===== src/rtl/fpdiv_frac_iter.sv =====
// Iterative radix-2 restoring significand divider with per-request precision.
// Produces an MSB-aligned quotient, a sticky remainder flag, and flags unnormalised divisors.
module fpdiv_frac_iter #(
  parameter int unsigned FRAC_W = 53,
  parameter int unsigned P_FMT0 = 11,
  parameter int unsigned P_FMT1 = 24,
  parameter int unsigned CNT_W  = 6
) (
  input  logic              clk,
  input  logic              rst,
  input  logic              flush_i,
  input  logic              start_valid_i,
  output logic              start_ready_o,
  input  logic [1:0]        fp_format_i,
  input  logic [FRAC_W-1:0] opa_frac_i,
  input  logic [FRAC_W-1:0] opb_frac_i,
  output logic              finish_valid_o,
  input  logic              finish_ready_i,
  output logic [FRAC_W+1:0] quo_o,
  output logic              rem_nz_o,
  output logic              div_err_o
);

  typedef enum logic [1:0] {
    S_IDLE = 2'd0,
    S_ITER = 2'd1,
    S_DONE = 2'd2
  } state_t;

  state_t            state;
  logic [CNT_W-1:0]  cnt;
  logic [CNT_W-1:0]  p_sel;
  logic [FRAC_W-1:0] op_mask;
  logic [FRAC_W-1:0] b_q;
  logic [FRAC_W:0]   rem_q;
  logic [FRAC_W:0]   rem_sh;
  logic [FRAC_W:0]   rem_nx;
  logic              q_bit;
  logic [FRAC_W+1:0] quo_q;
  logic [FRAC_W+1:0] qbit_mask;
  logic              first_q;
  logic              ready_q;
  logic              rem_nz_q;
  logic              div_err_q;

  // Narrow formats keep operands MSB-aligned and zero the ignored low bits, so the
  // datapath stays FRAC_W wide and only the iteration count changes.
  always_comb begin
    p_sel = CNT_W'(FRAC_W);
    case (fp_format_i)
      2'b00:   p_sel = CNT_W'(P_FMT0);
      2'b01:   p_sel = CNT_W'(P_FMT1);
      default: p_sel = CNT_W'(FRAC_W);
    endcase
    op_mask = {FRAC_W{1'b1}} << (CNT_W'(FRAC_W) - p_sel);
  end

  // First step compares the unshifted dividend to produce the integer quotient bit.
  always_comb begin
    rem_sh = first_q ? rem_q : (rem_q << 1);
    q_bit  = rem_sh >= {1'b0, b_q};
    rem_nx = q_bit ? (rem_sh - {1'b0, b_q}) : rem_sh;
  end

  always_ff @(posedge clk) begin
    if (rst) begin
      state     <= S_IDLE;
      ready_q   <= 1'b0;
      cnt       <= '0;
      b_q       <= '0;
      rem_q     <= '0;
      quo_q     <= '0;
      qbit_mask <= '0;
      first_q   <= 1'b0;
      rem_nz_q  <= 1'b0;
      div_err_q <= 1'b0;
    end else if (flush_i) begin
      state   <= S_IDLE;
      ready_q <= 1'b1;
    end else begin
      case (state)
        S_IDLE: begin
          ready_q <= 1'b1;
          if (start_valid_i && ready_q) begin
            ready_q  <= 1'b0;
            rem_nz_q <= 1'b0;
            if (opb_frac_i[FRAC_W-1]) begin
              b_q       <= opb_frac_i & op_mask;
              rem_q     <= {1'b0, opa_frac_i & op_mask};
              cnt       <= p_sel + CNT_W'(2);
              quo_q     <= '0;
              qbit_mask <= {1'b1, {(FRAC_W+1){1'b0}}};
              first_q   <= 1'b1;
              div_err_q <= 1'b0;
              state     <= S_ITER;
            end else begin
              quo_q     <= '1;
              div_err_q <= 1'b1;
              state     <= S_DONE;
            end
          end
        end
        S_ITER: begin
          first_q   <= 1'b0;
          rem_q     <= rem_nx;
          quo_q     <= quo_q | (q_bit ? qbit_mask : '0);
          qbit_mask <= qbit_mask >> 1;
          cnt       <= cnt - CNT_W'(1);
          if (cnt == CNT_W'(1)) begin
            rem_nz_q <= |rem_nx;
            state    <= S_DONE;
          end
        end
        S_DONE: begin
          if (finish_ready_i) begin
            ready_q <= 1'b1;
            state   <= S_IDLE;
          end
        end
        default: state <= S_IDLE;
      endcase
    end
  end

  assign start_ready_o  = ready_q;
  assign finish_valid_o = (state == S_DONE);
  assign quo_o          = quo_q;
  assign rem_nz_o       = rem_nz_q;
  assign div_err_o      = div_err_q;

endmodule


===== config.mk =====
export PLATFORM = sky130hd
export DESIGN_NAME = fpdiv_frac_iter
export DESIGN_NICKNAME = d
export VERILOG_FILES = /design/src/rtl/fpdiv_frac_iter.sv
export SDC_FILE = /design/constraint.sdc
export NUM_CORES = 1
export LEC_CHECK = 0
export CAP_MARGIN = 25
export CORE_MARGIN = 5
export CORE_UTILIZATION = 34
export DETAILED_ROUTE_END_ITERATION = 10
export GPL_TIMING_DRIVEN = 0
export PLACE_DENSITY = 0.56
export SLEW_MARGIN = 10
export SYNTH_ARGS = -nofsm -noshare
export SYNTH_HDL_FRONTEND = slang
export SYNTH_SLANG_ARGS = --single-unit

===== constraint.sdc =====
create_clock -name clk -period 17.8 [get_ports clk]
set_input_delay 2.67 -clock clk [delete_from_list [all_inputs] [get_ports clk]]
set_output_delay 2.67 -clock clk [all_outputs]
set_load 0.05 [all_outputs]

==> impl_metrics.xml, run 1 <==
<?xml version="1.0" encoding="UTF-8"?>
<metrics>
  <group name="run_status">
    <metric name="status" unit="">finished, final reports clean</metric>
  </group>
  <group name="critical_path">
    <metric name="critical_path_arrival" unit="ns">9.65</metric>
    <metric name="timing.reg2reg.worst_path_depth" unit="">19</metric>
    <metric name="critical-path-max-stage-delay" unit="ns">0.81</metric>
    <metric name="worst-r2r-setup-slack" unit="ns">8.62</metric>
    <metric name="timing.critical_path.required" unit="ns">18.27</metric>
    <metric name="endpoint_kind" unit="">flip-flop</metric>
    <metric name="critical_path.max_fanout" unit="">10</metric>
    <metric name="worst_r2r_endpoint" unit="">rem_nz_o</metric>
    <metric name="critPathSlowestCell" unit="">sky130_fd_sc_hd__clkbuf_1</metric>
    <metric name="category_of_the_worst_setup_path_launch_point" unit="">flip-flop</metric>
    <metric name="timing.rr.start" unit="">qbit_mask[54]</metric>
    <metric name="critical_path.cell_chain" unit="">buf_1 &gt; clkbuf_1 &gt; buf_1 &gt; clkbuf_1 &gt; clkbuf_1 &gt; mux2i_1 &gt; fa_1 &gt; nor2b_1 &gt; o21ai_0 &gt; a21oi_1 &gt; o21ai_1 &gt; nand2_1 &gt; o21ai_0 &gt; xor2_1 &gt; nand2_1 &gt; o41ai_1 &gt; nand4b_1 &gt; or4_1 &gt; o31a_1</metric>
    <metric name="criticalPathCategory" unit="">flip-flop to flip-flop</metric>
    <metric name="critPathMostFrequentCell" unit="">sky130_fd_sc_hd__clkbuf_1</metric>
  </group>
  <group name="global_routing">
    <metric name="first_global_vias" unit="">13700</metric>
    <metric name="grt_util_all_layers" unit="%">23.8</metric>
    <metric name="grt_pass1_wl" unit="mm">82.0</metric>
    <metric name="grt_remaining_overflow" unit="">0</metric>
    <metric name="grt_antenna_before_repair" unit="">2</metric>
    <metric name="grt_start_max_net_pins" unit="">15</metric>
  </group>
  <group name="cts">
    <metric name="clock_insertion_delay_worst_skew" unit="ns">0.58</metric>
    <metric name="post_cts_resized" unit="">0</metric>
    <metric name="clk_root_buffer_cell" unit="">sky130_fd_sc_hd__clkbuf_16</metric>
    <metric name="cts_made_buffers" unit="">26</metric>
    <metric name="cts_hold_repair.buffers" unit="">0</metric>
    <metric name="cts_num_sinks" unit="">228</metric>
    <metric name="postCtsSetupRepairBufs" unit="">0</metric>
    <metric name="cts.reportedPaths.clkPinSlew" unit="ns">0.06</metric>
    <metric name="cts_tree" unit="">yes</metric>
    <metric name="clock_tree.buffer_depth" unit="">3</metric>
    <metric name="cts.htree.levels" unit="">1</metric>
  </group>
  <group name="min_path">
    <metric name="holdCritStartpoint" unit="">b_q[26]</metric>
    <metric name="worst_hold_path.num_cells" unit="">2</metric>
    <metric name="type_of_the_most_critical_hold_path" unit="">flip-flop to flip-flop</metric>
    <metric name="hold_end" unit="">b_q[26]</metric>
  </group>
  <group name="sta">
    <metric name="timing.setup.tns" unit="ns">0</metric>
    <metric name="fin_skew" unit="ns">0.0301</metric>
    <metric name="worst_pin_slew" unit="ns">0.996</metric>
    <metric name="slew_headroom" unit="%">33.6</metric>
    <metric name="finalCritPeriodShare" unit="%">51.6</metric>
    <metric name="rsz_0062_raised_after_global_routing" unit="">no</metric>
    <metric name="max_clock_freq" unit="MHz">109</metric>
    <metric name="final_setup_vio_count" unit="">0</metric>
    <metric name="report.final.hold_viol_count" unit="">0</metric>
    <metric name="tmin_final" unit="ns">9.18</metric>
    <metric name="final_max_slew_viol_count" unit="">0</metric>
  </group>
  <group name="placement">
    <metric name="final_gp_congestion" unit="">0.958</metric>
    <metric name="dp_hpwl" unit="mm">42.7</metric>
    <metric name="placed_area" unit="um^2">15800</metric>
    <metric name="place.port_buffers" unit="">170</metric>
  </group>
  <group name="finish">
    <metric name="post-route-util" unit="%">42.1</metric>
    <metric name="fillCellCount" unit="">4050</metric>
    <metric name="number_of_nets_in_the_layout" unit="">2105</metric>
    <metric name="final_area" unit="um^2">16600</metric>
    <metric name="drive_gt1_share" unit="%">5.92</metric>
    <metric name="antenna-diode-count" unit="">0</metric>
    <metric name="syn2layout_area_growth" unit="%">23.4</metric>
  </group>
  <group name="power_and_ir_drop">
    <metric name="power.total" unit="mW">1.72</metric>
    <metric name="vdd_drop_max" unit="mV">0.0664</metric>
    <metric name="p_leak" unit="nW">6.36</metric>
    <metric name="power_density" unit="nW/um^2">104</metric>
  </group>
  <group name="synth">
    <metric name="number_of_storage_elements_in_the_synthesis_netlist" unit="">228</metric>
    <metric name="post_syn_nets" unit="">1906</metric>
    <metric name="yosys_cell_types" unit="">83</metric>
    <metric name="synth-seq-area-share" unit="%">33.9</metric>
    <metric name="syn_area" unit="um^2">13500</metric>
    <metric name="synthesis.yosys.warnings" unit="">0</metric>
    <metric name="post_synthesis_instance_total" unit="">1733</metric>
    <metric name="synthFlopType" unit="">sky130_fd_sc_hd__dfxtp_1</metric>
    <metric name="synth_area_leaders" unit="">sky130_fd_sc_hd__dfxtp_1 (34%), sky130_fd_sc_hd__nand2_1 (5.9%), sky130_fd_sc_hd__ha_1 (5.5%), sky130_fd_sc_hd__nor2_1 (5.3%), sky130_fd_sc_hd__a21oi_1 (5.1%)</metric>
    <metric name="synth-async-reset-ratio" unit="%">0</metric>
    <metric name="yosysTopAreaCellShare" unit="%">33.9</metric>
    <metric name="post_synth_edffs" unit="">0</metric>
    <metric name="synth.most_common_cell" unit="">sky130_fd_sc_hd__dfxtp_1</metric>
    <metric name="synthDominantAreaCellType" unit="">sky130_fd_sc_hd__dfxtp_1</metric>
    <metric name="syn-mean-instance-area" unit="um^2">7.77</metric>
    <metric name="most_common_library_cells_after_synthesis" unit="">sky130_fd_sc_hd__dfxtp_1 (228), sky130_fd_sc_hd__nand2_1 (212), sky130_fd_sc_hd__nor2_1 (190), sky130_fd_sc_hd__a21oi_1 (136), sky130_fd_sc_hd__clkbuf_1 (102)</metric>
  </group>
  <group name="route">
    <metric name="remaining_drc_errors" unit="">0</metric>
    <metric name="dr_total_vias" unit="">14000</metric>
    <metric name="avgViaCountPerCell" unit="">5.68</metric>
    <metric name="detailedRoute.firstPassIterationCount" unit="">5</metric>
    <metric name="wirelength" unit="mm">54.5</metric>
    <metric name="postRouteAntennaNets" unit="">0</metric>
    <metric name="detailed_route_wire_length_per_cell" unit="um">22.1</metric>
    <metric name="initialDrtViolationCount" unit="">1231</metric>
  </group>
  <group name="floorplanning">
    <metric name="die_x" unit="um">209</metric>
    <metric name="die_height" unit="um">209</metric>
    <metric name="floorplan.core_area" unit="um^2">39500</metric>
    <metric name="initial_utilization" unit="%">34.1</metric>
    <metric name="ports_placed_on_the_boundary" unit="">172</metric>
    <metric name="num_rows" unit="">73</metric>
    <metric name="die-area" unit="um^2">43700</metric>
  </group>
  <group name="job">
    <metric name="maxCapViolCount" unit="">0</metric>
  </group>
</metrics>
## worst max-delay path, delay by kind of cell, from the launching register on
family / cells / cell delay, ns
adder cells (fa/ha/maj): 1 / 0.27
AND/OR/NAND/NOR: 5 / 1.09
XOR/XNOR: 1 / 0.28
buffers and inverters: 5 / 3.68
flip-flops: 1 / 0.49
multiplexers: 1 / 0.38
AO/OA/AOI/OAI: 6 / 2.88
## layout make-up
class | instances | area [um^2] | area share (%)
clock inverters | 4 | 47.5 | 0.286
repair buffers | 171 | 1710 | 10.3
well taps | 525 | 657 | 3.95
clock buffers | 35 | 734 | 4.42
multi-input cells | 1298 | 8080 | 48.6
inverters | 87 | 327 | 1.96
flip-flops and latches | 228 | 4560 | 27.5
plain buffers | 120 | 505 | 3.04
## state kept, by name (all words and copies together) (netlist names)
name           cells
qbit_mask         55
state              2
quo_o             55
rem_q             54
rem_nz_o           1
cnt                6
b_q               53
start_ready_o      1
div_err_o          1
## cells by family (layout without fill, tap and decap cells)
kind of cell / Yosys count / count (layout) / synth area share, %
buf+inv: 207 / 417 / 6.18
mux: 59 / 59 / 4.75
compound gates: 542 / 542 / 27.3
flops: 228 / 228 / 33.9
fa+ha+maj: 60 / 60 / 5.63
xor+xnor: 37 / 37 / 2.41
simple gates: 600 / 600 / 19.9
## layer usage
layer | up-vias | GRT usage [%] | wire length [um] | share of wire [%]
li1 | 6678 | - | - | -
met1 | 6661 | 31.9 | 23900 | 44
met2 | 551 | 38.1 | 24100 | 44
met3 | 114 | 5.76 | 4450 | 8.2
met4 | 4 | 7.43 | 1960 | 3.6
met5 | - | 0 | 27 | 0.050
## cells in the final DEF (no fill, tap or decap), drive strengths merged, types with 8 or more instances in the layout
cell           netlist  layout
dfxtp              228     228
nand2              212     212
nor2               190     190
clkdlybuf4s50        0     170
a21oi              139     139
clkbuf             102     137
o21ai               97      97
inv                 87      87
nand3               67      67
ha                  59      59
a22oi               47      47
a31oi               46      46
mux2                39      39
a22o                39      39
a221oi              34      34
nor3                30      30
o21a                25      25
a21o                25      25
xnor2               23      23
mux2i               20      20
nand4               20      20
buf                 17      18
or3                 15      15
xor2                14      14
o31ai               13      13
a222oi              12      12
and2                11      11
nor4                 9       9
o211ai               8       8
a211oi               8       8
and3                 8       8
## per-stage QoR
step | cells | hold slack, ns | worst slack [ns]
after floorplan | 1733 | 0.432 | 11.67
final | 2468 | 0.456 | 8.62
after global placement | 2428 | 0.442 | 8.94
after CTS | 2468 | 0.460 | 8.95
after global routing | 2468 | 0.485 | 8.46
after detailed placement | 2429 | 0.452 | 9.00
## worst max path at each step
stage               endpoint  slack [ns]  depth (start not counted)          start
detailed placement  rem_nz_o        9.00                         19  qbit_mask[54]
floorplan           rem_nz_o       11.67                         20  qbit_mask[54]
CTS                 rem_nz_o        8.95                         19  qbit_mask[54]
global placement    rem_nz_o        8.94                         19  qbit_mask[54]
finish              rem_nz_o        8.62                         19  qbit_mask[54]
global route        rem_nz_o        8.46                         19  qbit_mask[54]
## power by group
part	internal [mW]	switching (mW)	total, mW
Combinational	0.233	0.443	0.676
Sequential	0.524	0.00927	0.533
Clock	0.286	0.226	0.512
Total	1.04	0.678	1.72
No activity file was read; power rests on OpenSTA's default activity.
==> inputs of run 2 (changes only) <==
- clock period: 17.8 -> 8.6 ns (I/O delays scaled with it)
==> impl_metrics.xml, run 2 (synthesis gave the netlist of run 1 again) <==
<?xml version="1.0" encoding="UTF-8"?>
<metrics>
  <group name="placement">
    <metric name="place.port_buffers" unit="">170</metric>
    <metric name="place_inst" unit="">2429</metric>
    <metric name="final_gp_congestion" unit="">0.958</metric>
    <metric name="dp_hpwl" unit="mm">42.7</metric>
  </group>
  <group name="critical_path">
    <metric name="category_of_the_worst_setup_path_launch_point" unit="">flip-flop</metric>
    <metric name="criticalPathCategory" unit="">flip-flop to flip-flop</metric>
    <metric name="kind_of_cell_adding_the_most_delay_to_the_critical_path" unit="">compound AO/OA/AOI/OAI gates</metric>
    <metric name="critical_path_buf_inv_count" unit="">4</metric>
    <metric name="critical-path-max-stage-delay" unit="ns">0.79</metric>
    <metric name="critical_path.max_fanout" unit="">19</metric>
    <metric name="timing.rr.start" unit="">qbit_mask[54]</metric>
    <metric name="timing.critical_path.required" unit="ns">9.07</metric>
    <metric name="critical_path.cell_chain" unit="">buf_1 &gt; clkbuf_2 &gt; clkbuf_2 &gt; clkdlybuf4s15_1 &gt; mux2i_1 &gt; fa_1 &gt; nor2b_1 &gt; o21ai_0 &gt; a21oi_1 &gt; o21ai_1 &gt; nand2_1 &gt; o21ai_0 &gt; xor2_1 &gt; nand2_1 &gt; o41ai_1 &gt; nand4b_1 &gt; or4_1 &gt; o31a_1</metric>
    <metric name="endpoint_kind" unit="">flip-flop</metric>
    <metric name="crit_cells" unit="">18</metric>
    <metric name="critPathSlowestCell" unit="">sky130_fd_sc_hd__clkdlybuf4s15_1</metric>
    <metric name="worst_r2r_endpoint" unit="">rem_nz_o</metric>
    <metric name="worst-r2r-setup-slack" unit="ns">0.60</metric>
    <metric name="critical_path_arrival" unit="ns">8.46</metric>
    <metric name="timing.reg2reg.worst_path_depth" unit="">18</metric>
  </group>
  <group name="cts">
    <metric name="cts.htree.levels" unit="">1</metric>
    <metric name="clock_tree.buffer_depth" unit="">3</metric>
    <metric name="clk_root_buffer_cell" unit="">sky130_fd_sc_hd__clkbuf_16</metric>
    <metric name="cts_made_buffers" unit="">26</metric>
    <metric name="cts_num_sinks" unit="">228</metric>
    <metric name="clock_insertion_delay_worst_skew" unit="ns">0.58</metric>
    <metric name="cts_tree" unit="">yes</metric>
    <metric name="cts.reportedPaths.clkPinSlew" unit="ns">0.06</metric>
  </group>
  <group name="route">
    <metric name="dr_total_vias" unit="">14000</metric>
    <metric name="detailed_route_wire_length_per_cell" unit="um">22.0</metric>
    <metric name="remaining_drc_errors" unit="">0</metric>
    <metric name="wirelength" unit="mm">54.3</metric>
    <metric name="detailedRoute.firstPassIterationCount" unit="">7</metric>
    <metric name="avgViaCountPerCell" unit="">5.68</metric>
    <metric name="initialDrtViolationCount" unit="">1273</metric>
    <metric name="postRouteAntennaNets" unit="">0</metric>
  </group>
  <group name="sta">
    <metric name="finalCritPeriodShare" unit="%">93.0</metric>
    <metric name="fin_hold_ws" unit="ns">0.456</metric>
    <metric name="final_max_slew_viol_count" unit="">0</metric>
    <metric name="timing.setup.tns" unit="ns">0</metric>
    <metric name="fin_skew" unit="ns">0.0303</metric>
    <metric name="rsz_0062_raised_after_global_routing" unit="">no</metric>
    <metric name="max_clock_freq" unit="MHz">125</metric>
    <metric name="slew_headroom" unit="%">34.3</metric>
    <metric name="tmin_final" unit="ns">8.00</metric>
    <metric name="final_setup_vio_count" unit="">0</metric>
    <metric name="report.final.hold_viol_count" unit="">0</metric>
    <metric name="worst_pin_slew" unit="ns">0.986</metric>
  </group>
  <group name="global_routing">
    <metric name="groute.layer.met3.usage" unit="%">5.76</metric>
    <metric name="grt_antenna_before_repair" unit="">2</metric>
    <metric name="global_route.usage.met1" unit="%">31.9</metric>
    <metric name="grt_remaining_overflow" unit="">0</metric>
    <metric name="grt_start_max_net_pins" unit="">15</metric>
    <metric name="use_met2" unit="%">38.1</metric>
    <metric name="busiest_layer" unit="">met2</metric>
    <metric name="grt_pass1_wl" unit="mm">82.0</metric>
    <metric name="first_global_vias" unit="">13700</metric>
    <metric name="grt_util_all_layers" unit="%">23.8</metric>
  </group>
  <group name="min_path">
    <metric name="type_of_the_most_critical_hold_path" unit="">flip-flop to flip-flop</metric>
    <metric name="hold_end" unit="">b_q[26]</metric>
    <metric name="holdCritStartpoint" unit="">b_q[26]</metric>
    <metric name="worst_hold_path.num_cells" unit="">2</metric>
  </group>
  <group name="power_and_ir_drop">
    <metric name="power_density" unit="nW/um^2">214</metric>
    <metric name="p_leak" unit="nW">6.37</metric>
    <metric name="vdd_drop_max" unit="mV">0.137</metric>
  </group>
  <group name="finish">
    <metric name="layout.cells.most_common_list" unit="">sky130_fd_sc_hd__dfxtp_1 (228), sky130_fd_sc_hd__nand2_1 (212), sky130_fd_sc_hd__nor2_1 (190)</metric>
    <metric name="layoutNonFillerInstCount" unit="">2467</metric>
    <metric name="syn2layout_area_growth" unit="%">23.4</metric>
    <metric name="number_of_nets_in_the_layout" unit="">2104</metric>
    <metric name="most_common_cell_after_layout_fill_and_taps_aside" unit="">sky130_fd_sc_hd__dfxtp_1</metric>
    <metric name="antenna-diode-count" unit="">0</metric>
    <metric name="post-route-util" unit="%">42.1</metric>
    <metric name="drive_gt1_share" unit="%">6.02</metric>
  </group>
  <group name="floorplanning">
    <metric name="die_height" unit="um">209</metric>
    <metric name="die-area" unit="um^2">43700</metric>
    <metric name="ports_placed_on_the_boundary" unit="">172</metric>
    <metric name="die_x" unit="um">209</metric>
    <metric name="num_rows" unit="">73</metric>
    <metric name="initial_utilization" unit="%">34.1</metric>
    <metric name="floorplan.core_area" unit="um^2">39500</metric>
  </group>
  <group name="job">
    <metric name="maxCapViolCount" unit="">0</metric>
  </group>
  <group name="run_status">
    <metric name="status" unit="">finished, final reports clean</metric>
  </group>
</metrics>
run 2: cell types whose count changed in the layout (fill, tap and decap cells not counted), sizes merged:
cell / delta
buf: -1
clkbuf: -1
clkdlybuf4s15: +1
run 2: per-stage QoR:
step                      worst slack (ns)  total power, mW  cell area (um^2)
after floorplan                       2.47             2.01             13500
after global placement              -0.258             2.49             15800
after detailed placement            -0.202             2.48             15800
after CTS                           0.0185             3.55             16600
after global routing                 0.275             3.70             16600
final                                0.602             3.56             16600
run 2: worst max-delay path by stage:
| stage | start | to |
|---|---|---|
| 6_report | qbit_mask[54] | rem_nz_o |
| 5_1_grt | qbit_mask[54] | rem_nz_o |
| 4_1_cts | qbit_mask[54] | rem_nz_o |
| 3_5_place_dp | qbit_mask[54] | rem_nz_o |
| 3_3_place_gp | qbit_mask[54] | rem_nz_o |
| 2_1_floorplan | qbit_mask[54] | rem_nz_o |
run 2: cell type report:
class                   count  area [um^2]
plain buffers             119          510
flip-flops and latches    228         4560
fillers                  4049        22800
multi-input cells        1298         8080
clock buffers              35          734
well taps                 525          657
clock inverters             4         47.5
inverters                  87          327
repair buffers            171         1710
run 2: report_power, final:
part	total [mW]	switching (mW)	internal [mW]
logic	1.40	0.912	0.483
registers	1.10	0.0192	1.08
clock network	1.06	0.465	0.592
run 2: metal layers:
metal,wire length [um],vias up
met2,24100,551
met4,1890,4
li1,-,6660
met3,4210,104
met5,34,-
met1,24100,6690
run 2: what timing repair did:
action,in CTS,in global routing
hold buffers,0,0
setup endpoints to repair,8,44
resized for setup,1,5
pin swaps,0,0
setup buffers,0,0
run 2: worst min-delay path: stages (launching register included):
cell and delay, ns:
sky130_fd_sc_hd__dfxtp_1 0.31, sky130_fd_sc_hd__nand2_1 0.05, sky130_fd_sc_hd__a21oi_1 0.05
==> inputs of run 3 (changes only) <==
- clock period: 8.6 -> 8.3 ns (I/O delays scaled with it)
==> impl_metrics.xml, run 3 (synthesis gave the netlist of run 1 again) <==
<?xml version="1.0" encoding="UTF-8"?>
<metrics>
  <group name="run_status">
    <metric name="status" unit="">finished, final reports clean</metric>
  </group>
  <group name="route">
    <metric name="remaining_drc_errors" unit="">0</metric>
    <metric name="detailedRoute.firstPassIterationCount" unit="">6</metric>
    <metric name="postRouteAntennaNets" unit="">0</metric>
    <metric name="avgViaCountPerCell" unit="">5.67</metric>
    <metric name="dr_total_vias" unit="">14000</metric>
    <metric name="initialDrtViolationCount" unit="">1284</metric>
    <metric name="wirelength" unit="mm">54.3</metric>
    <metric name="detailed_route_wire_length_per_cell" unit="um">22.0</metric>
  </group>
  <group name="global_routing">
    <metric name="grt_start_max_net_pins" unit="">15</metric>
    <metric name="grt_pass1_wl" unit="mm">82.0</metric>
    <metric name="grt_remaining_overflow" unit="">0</metric>
    <metric name="first_global_vias" unit="">13700</metric>
    <metric name="grt_antenna_before_repair" unit="">2</metric>
    <metric name="grt_util_all_layers" unit="%">23.8</metric>
  </group>
  <group name="placement">
    <metric name="dp_hpwl" unit="mm">42.7</metric>
    <metric name="pre_cts_slack" unit="ns">-0.502</metric>
    <metric name="place_inst" unit="">2429</metric>
    <metric name="final_gp_congestion" unit="">0.958</metric>
    <metric name="placed_area" unit="um^2">15800</metric>
    <metric name="place.port_buffers" unit="">170</metric>
  </group>
  <group name="cts">
    <metric name="clk_root_buffer_cell" unit="">sky130_fd_sc_hd__clkbuf_16</metric>
    <metric name="cts_made_buffers" unit="">26</metric>
    <metric name="clock_tree.buffer_depth" unit="">3</metric>
    <metric name="cts.htree.levels" unit="">1</metric>
    <metric name="clock_insertion_delay_worst_skew" unit="ns">0.58</metric>
    <metric name="cts.reportedPaths.clkPinSlew" unit="ns">0.06</metric>
    <metric name="cts_num_sinks" unit="">228</metric>
    <metric name="cts_tree" unit="">yes</metric>
  </group>
  <group name="sta">
    <metric name="report.final.hold_viol_count" unit="">0</metric>
    <metric name="worst_pin_slew" unit="ns">0.991</metric>
    <metric name="finalCritPeriodShare" unit="%">93.7</metric>
    <metric name="rsz_0062_raised_after_global_routing" unit="">no</metric>
    <metric name="max_clock_freq" unit="MHz">129</metric>
    <metric name="fin_skew" unit="ns">0.0295</metric>
    <metric name="final_setup_vio_count" unit="">0</metric>
    <metric name="setup_ws" unit="ns">0.526</metric>
    <metric name="final_max_slew_viol_count" unit="">0</metric>
    <metric name="tmin_final" unit="ns">7.77</metric>
    <metric name="slew_headroom" unit="%">33.9</metric>
  </group>
  <group name="critical_path">
    <metric name="critPathSlowestCell" unit="">sky130_fd_sc_hd__clkbuf_2</metric>
    <metric name="critical_path.cell_chain" unit="">buf_1 &gt; clkbuf_2 &gt; clkbuf_2 &gt; clkbuf_2 &gt; mux2i_1 &gt; fa_1 &gt; nor2b_1 &gt; o21ai_0 &gt; a21oi_1 &gt; o21ai_1 &gt; nand2_1 &gt; o21ai_0 &gt; xor2_1 &gt; nand2_1 &gt; o41ai_1 &gt; nand4b_1 &gt; or4_1 &gt; o31a_1</metric>
    <metric name="kind_of_cell_adding_the_most_delay_to_the_critical_path" unit="">compound AO/OA/AOI/OAI gates</metric>
    <metric name="critPathMostFrequentCell" unit="">sky130_fd_sc_hd__clkbuf_2</metric>
    <metric name="critical_path_buf_inv_count" unit="">4</metric>
    <metric name="critical_path.max_fanout" unit="">19</metric>
    <metric name="criticalPathCategory" unit="">flip-flop to flip-flop</metric>
    <metric name="endpoint_kind" unit="">flip-flop</metric>
    <metric name="critical_path_arrival" unit="ns">8.24</metric>
    <metric name="timing.critical_path.required" unit="ns">8.77</metric>
    <metric name="category_of_the_worst_setup_path_launch_point" unit="">flip-flop</metric>
    <metric name="critical-path-max-stage-delay" unit="ns">0.69</metric>
  </group>
  <group name="floorplanning">
    <metric name="die_height" unit="um">209</metric>
    <metric name="initial_utilization" unit="%">34.1</metric>
    <metric name="num_rows" unit="">73</metric>
    <metric name="die-area" unit="um^2">43700</metric>
    <metric name="ports_placed_on_the_boundary" unit="">172</metric>
    <metric name="die_x" unit="um">209</metric>
    <metric name="floorplan.core_area" unit="um^2">39500</metric>
  </group>
  <group name="power_and_ir_drop">
    <metric name="power_density" unit="nW/um^2">222</metric>
    <metric name="vdd_drop_max" unit="mV">0.142</metric>
    <metric name="p_leak" unit="nW">6.37</metric>
  </group>
  <group name="finish">
    <metric name="most_common_cell_after_layout_fill_and_taps_aside" unit="">sky130_fd_sc_hd__dfxtp_1</metric>
    <metric name="combined_area_of_the_multi_input_logic_cells" unit="um^2">8080</metric>
    <metric name="number_of_nets_in_the_layout" unit="">2104</metric>
    <metric name="layoutNonFillerInstCount" unit="">2467</metric>
    <metric name="fillCellCount" unit="">4049</metric>
    <metric name="final_area" unit="um^2">16600</metric>
    <metric name="regArea" unit="um^2">4560</metric>
    <metric name="drive_gt1_share" unit="%">6.08</metric>
    <metric name="layout.cells.most_common_list" unit="">sky130_fd_sc_hd__dfxtp_1 (228), sky130_fd_sc_hd__nand2_1 (212), sky130_fd_sc_hd__nor2_1 (190)</metric>
    <metric name="antenna-diode-count" unit="">0</metric>
    <metric name="syn2layout_area_growth" unit="%">23.4</metric>
  </group>
  <group name="job">
    <metric name="maxCapViolCount" unit="">0</metric>
  </group>
  <group name="min_path">
    <metric name="type_of_the_most_critical_hold_path" unit="">flip-flop to flip-flop</metric>
  </group>
</metrics>
run 3: worst paths after layout:
path / from / slack [ns] / endpoint / cells past startpoint
hold reg to reg: b_q[26] / 0.46 / b_q[26] / 2
setup / recovery: qbit_mask[54] / 0.53 / rem_nz_o / 18
setup reg to reg: qbit_mask[54] / 0.53 / rem_nz_o / 18
hold / removal: b_q[26] / 0.46 / b_q[26] / 2
run 3: where the power goes:
group | internal, mW | leakage (nW) | switching (mW)
clock | 0.613 | 0.380 | 0.483
combinational | 0.500 | 4.14 | 0.947
sequential | 1.12 | 1.84 | 0.0198
total | 2.24 | 6.37 | 1.45
run 3: stage by stage:
stage               setup TNS, ns  util [%]  total power [mW]  hold slack, ns
floorplan                       0         -              2.08           0.432
global placement           -11.08      40.1              2.58           0.442
detailed placement          -8.74      40.2              2.57           0.452
CTS                             0      42.1              3.68           0.460
global route                    0      42.1              3.84           0.485
finish                          0      42.1              3.69           0.456
run 3: cell type report:
type | count | share of cell area (%)
Sequential cell | 228 | 27.5
Timing Repair Buffer | 171 | 10.3
Clock inverter | 4 | 0.286
Inverter | 87 | 1.96
Clock buffer | 35 | 4.42
Buffer | 119 | 3.04
Multi-Input combinational cell | 1298 | 48.6
Tap cell | 525 | 3.95
run 3: worst reg2reg max path, delay by kind of cell (launching register included):
family	cells	cell delay [ns]
buffers and inverters	4	2.34
flip-flops	1	0.48
AND/OR/NAND/NOR	5	1.10
multiplexers	1	0.36
AO/OA/AOI/OAI	6	2.87
adder cells (fa/ha/maj)	1	0.27
XOR/XNOR	1	0.28
run 3: per-layer routing:
metal	up-vias	wire, um	global-route usage [%]
met3	101	4380	5.76
met4	4	1830	7.43
li1	6670	-	-
met2	566	24100	38.1
met5	-	27	0
met1	6643	23900	31.9
run 3: repair_timing:
action / CTS / global route
endpoints found under the setup margin: 71 / 1
hold buffers: 0 / 0
hold endpoints to repair: 0 / 0
gates resized for setup: 3 / 0
setup buffers: 0 / 0
